**src/rtl/imem_fetch.sv**
```systemverilog
// imem_fetch: drives the instruction RAM read port and turns its fixed-latency data into a valid/ready stream.
module imem_fetch #(
  parameter logic [31:0] RESET_PC = 32'h0000_0000,
  parameter int ADDR_W = 16,
  parameter int RAM_LAT = 1
) (
  input  logic              clk,
  input  logic              rst_n,
  output logic [ADDR_W-1:0] ram_address,
  input  logic [31:0]       ram_q,
  input  logic              redirect,
  input  logic [31:0]       redirect_pc,
  output logic              inst_valid,
  input  logic              inst_ready,
  output logic [31:0]       inst,
  output logic [31:0]       inst_pc
);
  localparam int DEPTH = RAM_LAT + 1;
  localparam int PW = $clog2(DEPTH);
  localparam int CW = $clog2(DEPTH + 1);
  logic [31:0] pc_q, pc_d, fetch_pc;
  logic [RAM_LAT-1:0] tv_q, tv_d;
  logic [31:0] tpc_q [RAM_LAT];
  logic [31:0] tpc_d [RAM_LAT];
  logic [31:0] di_q [DEPTH];
  logic [31:0] di_d [DEPTH];
  logic [31:0] dp_q [DEPTH];
  logic [31:0] dp_d [DEPTH];
  logic [PW-1:0] wr_q, wr_d, rd_q, rd_d;
  logic [CW-1:0] cnt_q, cnt_d;
  logic [CW:0] used;
  logic pop, issue, ret;
  function automatic logic [PW-1:0] inc(input logic [PW-1:0] p);
    return (p == PW'(DEPTH - 1)) ? '0 : p + 1'b1;
  endfunction
  always_comb begin
    fetch_pc = redirect ? {redirect_pc[31:2], 2'b00} : pc_q;
    ram_address = rst_n ? fetch_pc[ADDR_W+1:2] : RESET_PC[ADDR_W+1:2];
    inst_valid = rst_n & (cnt_q != '0) & ~redirect;
    inst = rst_n ? di_q[rd_q] : '0;
    inst_pc = rst_n ? dp_q[rd_q] : '0;
    pop = inst_valid & inst_ready;
    used = {1'b0, cnt_q} - (CW+1)'(pop);
    for (int i = 0; i < RAM_LAT; i++) used = used + (CW+1)'(tv_q[i]);
    issue = rst_n & (redirect | (used < (CW+1)'(DEPTH)));
    ret = tv_q[RAM_LAT-1] & ~redirect;
    pc_d = issue ? fetch_pc + 32'd4 : pc_q;
    tv_d = '0;
    tpc_d = tpc_q;
    tv_d[0] = issue;
    tpc_d[0] = fetch_pc;
    for (int i = 1; i < RAM_LAT; i++) begin
      tv_d[i] = tv_q[i-1] & ~redirect;
      tpc_d[i] = tpc_q[i-1];
    end
    di_d = di_q;
    dp_d = dp_q;
    if (ret) begin
      di_d[wr_q] = ram_q;
      dp_d[wr_q] = tpc_q[RAM_LAT-1];
    end
    wr_d = redirect ? '0 : ret ? inc(wr_q) : wr_q;
    rd_d = redirect ? '0 : pop ? inc(rd_q) : rd_q;
    cnt_d = redirect ? '0 : cnt_q + CW'(ret) - CW'(pop);
  end
  always_ff @(posedge clk) begin
    if (!rst_n) begin
      pc_q <= RESET_PC;
      tv_q <= '0;
      wr_q <= '0;
      rd_q <= '0;
      cnt_q <= '0;
      for (int i = 0; i < RAM_LAT; i++) tpc_q[i] <= '0;
      for (int i = 0; i < DEPTH; i++) begin
        di_q[i] <= '0;
        dp_q[i] <= '0;
      end
    end else begin
      pc_q <= pc_d;
      tv_q <= tv_d;
      wr_q <= wr_d;
      rd_q <= rd_d;
      cnt_q <= cnt_d;
      for (int i = 0; i < RAM_LAT; i++) tpc_q[i] <= tpc_d[i];
      for (int i = 0; i < DEPTH; i++) begin
        di_q[i] <= di_d[i];
        dp_q[i] <= dp_d[i];
      end
    end
  end
endmodule
```
**config.mk**
```make
export PLATFORM = sky130hd
export DESIGN_NAME = imem_fetch
export DESIGN_NICKNAME = d
export VERILOG_FILES = /design/src/rtl/imem_fetch.sv
export SDC_FILE = /design/constraint.sdc
export NUM_CORES = 1
export LEC_CHECK = 0
export ABC_AREA = 1
export ABC_CLOCK_PERIOD_IN_PS = 8700
export BUFFER_PORTS_ARGS = -buffer_cell sky130_fd_sc_hd__buf_2
export CORE_ASPECT_RATIO = 1.25
export CORE_MARGIN = 1
export CORE_UTILIZATION = 45
export CTS_CLUSTER_SIZE = 14
export DETAILED_ROUTE_END_ITERATION = 7
export PLACE_DENSITY = 0.66
export SYNTH_ARGS = -nofsm -noshare
export SYNTH_HDL_FRONTEND = slang
export SYNTH_SLANG_ARGS = --single-unit
```
**constraint.sdc**
```tcl
create_clock -name clk -period 8.7 [get_ports clk]
set_clock_uncertainty 0.05 [all_clocks]
set_input_delay 1.305 -clock clk [delete_from_list [all_inputs] [get_ports clk]]
set_output_delay 1.305 -clock clk [all_outputs]
set_load 0.05 [all_outputs]
```
==> metrics.txt <==
Detailed Place HPWL ~13 mm; Post-DRT Antenna Nets 0; CTS tree done; worst hold path depth 2; max-cap viol count 0; syn_nets 1310; Layout area overhead 14.42%; Die Y-Extent 157.6 um; worst min path class flop to flop; count of different cell masters after synthesis 30; Setup CP Type input port to flop; Clock Path Buffers 2; R2R setup slack roughly 4.9 ns; # nets final 1399; CTS-repair resized insts 0; core area about 19000 um^2; DR vias 7726; Inserted Diodes 0; overall routing resource usage 0.2077; top cell type's share of synthesized area 0.4526; DIE AREA 19930 um^2; # clock sinks 197; drt total wl 20.23 mm; number of port buffers between 100 and 150; io pins 149; Avg Inst Size Synth 7.044 um^2; GR met3 Demand/Resource 0.03177; Hold Path Sink dp_q[61]; count of final hold-check violations 0; Power Dens Cells just under 200 nW/um^2; crit path DAT 5.56 ns; largest net degree at the start of global routing 151; DR pass1 iterations 4; Worst R2R Path Depth 14; H-tree lvl count 4; number of synthesized register bits 197; Post-synth EDFFs 0; Seq/Total Area, Yosys 0.4526; startpoint class of the critical path input port; Initial Util 0.4623; worst reg2reg endpoint pc_q[11]; Peak VDD IR 0.1483 mV; Final Cycle Share 0.6040; adder and majority gate portion of the synthesized area 0.008041; most common library cells after synthesis a21oi_1 (214), o21ai_0 (208), dfxtp_1 (197), nand2_1 (187), inv_1 (175); crit path time final 5.254 ns; FILL cells 1963; Max-slew headroom 0.2585; mapped cell area 8713 um^2; CP Max Fanout 54; Slew Viols, Final 0; hold_sp dp_q[61]; RR Startpoint cnt_q[1]; row cnt 56; number of global-route vias before repair 6835; setup bufs post-CTS 0; GRT busiest layer met2; RSZ-0062 raised after global routing false; Root Buffer clkbuf_16; met2 Resource Use GR 0.3383; ys flop type dfxtp_1; xor/xnor share of the synthesized area 0.005026; multi-input logic area about 3700 um^2; Worst Tran Pin Value around 1.1 ns; largest family of logic cells by synthesized area compound AO/OA/AOI/OAI gates; highest clock rate around 190 MHz; hold_buf cts 0; multiplexer area fraction after synthesis 0.001149; fin cells 1571; synthesized instance count approximately 1200; Synth async-reset ratio 0; count leader, synth a21oi_1; Finish-stage setup viols 0; initial DRC count 383; vias per cell around 5; wire per inst 12.88 um; initial antenna violation count 0; Setup crit end kind flop; CTS buffer count 17; complex-gate fraction of the synthesized area 0.2504; status complete, no violations; Storage cell area 3948 um^2; residual DRC count 0; placed cells 1539; synth warn 0; width of the die 126.5 um; synth top area cells dfxtp_1 (45%), a21oi_1 (12%), o21ai_0 (12%); Static Leak 4.243 nW; first-pass GRT wire length 33.41 mm; Simple-Gate Fraction of Synth Area 0.1630; setup_tns 0 ns; routability cong. a little over 0.9; Reg clk slew, reported paths 0.07 ns; met1 usage 0.2797; share of post-route cells with drive strength above 1 0.1680; CP Data Required Time 9.01 ns; area leader, netlist dfxtp_1; clock latency reported for the late side of the worst-skew pair 0.42 ns; Congestion Overflow GR 0
==> area by class of cell <==
| cell class | instances | area share |
|---|---|---|
| sequential | 197 | 0.3960 |
| clock buffer | 18 | 0.04305 |
| clock inverter | 14 | 0.01192 |
| inverter | 178 | 0.06765 |
| multi-input combinational | 781 | 0.3750 |
| timing repair buffer | 151 | 0.07731 |
| tap | 232 | 0.02912 |
==> metal layers <==
| metal | wire length [um] | part of all wire | vias to the layer above |
|---|---|---|---|
| li1 | - | - | 4150 |
| met5 | 0 | 0 | - |
| met1 | 10020 | 0.50 | 3384 |
| met2 | 9087 | 0.45 | 169 |
| met4 | 360 | 0.018 | 0 |
| met3 | 764 | 0.038 | 23 |
==> cell families after synthesis <==
group,count (synthesis)
compound gates,434
simple gates,336
buf+inv,259
flops,197
xor+xnor,5
fa+ha+maj,5
mux,1
==> how the worst max path moves through the flow <==
| stage | end | cells past startpoint | start | slack (ns) |
|---|---|---|---|---|
| after floorplan | pc_q[30] | 19 | redirect | 4.07 |
| after global placement | pc_q[4] | 17 | rst_n | 3.02 |
| after detailed placement | pc_q[11] | 17 | rst_n | 2.96 |
| after CTS | pc_q[11] | 17 | rst_n | 3.42 |
| after global routing | pc_q[16] | 17 | rst_n | 2.90 |
| final | pc_q[11] | 17 | rst_n | 3.45 |
==> critical path, stage by stage <==
cell     delay, ns
buf_4         0.35
inv_2         0.47
nor2_1        0.20
inv_1         0.11
a21oi_1       0.16
nand2_1       0.10
inv_1         0.09
ha_1          0.22
nor2_1        0.13
fa_1          0.43
a21oi_1       0.11
o21ai_0       0.09
nand2_1       0.23
nand2_1       0.40
inv_1         0.75
o21ai_0       0.23
o21ai_1       0.17
==> flip-flops by register name, summed over array words and instances (netlist names) <==
name / cells
di_q: 64
dp_q: 64
pc_q: 32
tpc_q: 32
cnt_q: 2
rd_q: 1
tv_q: 1
wr_q: 1
==> cells in the final DEF (no fill, tap or decap) <==
master,instances
buf_2,145
inv_6,4
nand2_2,22
inv_1,175
nand3_1,25
o211ai_1,1
a21oi_1,214
xnor2_1,1
o21ai_2,1
or2_2,1
ha_1,4
nor2_1,80
nor2_2,10
inv_8,3
o21ai_1,9
nand3b_1,1
mux2i_1,1
clkinv_2,3
clkinv_4,3
o21ai_0,208
xor2_1,4
inv_2,1
fa_1,1
dfxtp_4,1
nor2_4,4
nand3_4,1
clkinvlp_4,3
a22o_1,1
dfxtp_1,196
nor3_1,2
nand2_1,187
buf_4,6
and2_1,2
clkbuf_1,1
clkbuf_16,17
nand4_1,1
==> through the flow <==
step	util	hold slack (ns)	total power [mW]	instance area [um^2]	setup slack [ns]
global route	0.5289	0.4093	2.062	9970	2.901
CTS	0.5289	0.3937	1.987	9970	3.422
finish	0.5289	0.3915	1.965	9970	3.446
detailed placement	0.4999	0.3820	1.245	9422	2.963
global placement	0.4999	0.3784	1.241	9422	3.017
floorplan	-	0.3700	1.181	8713	4.067
==> power by group <==
part	switching [mW]	internal [mW]
Clock	0.365	0.376
Sequential	0.0201	0.947
Combinational	0.186	0.0705
No activity file was read; power rests on OpenSTA's default activity.
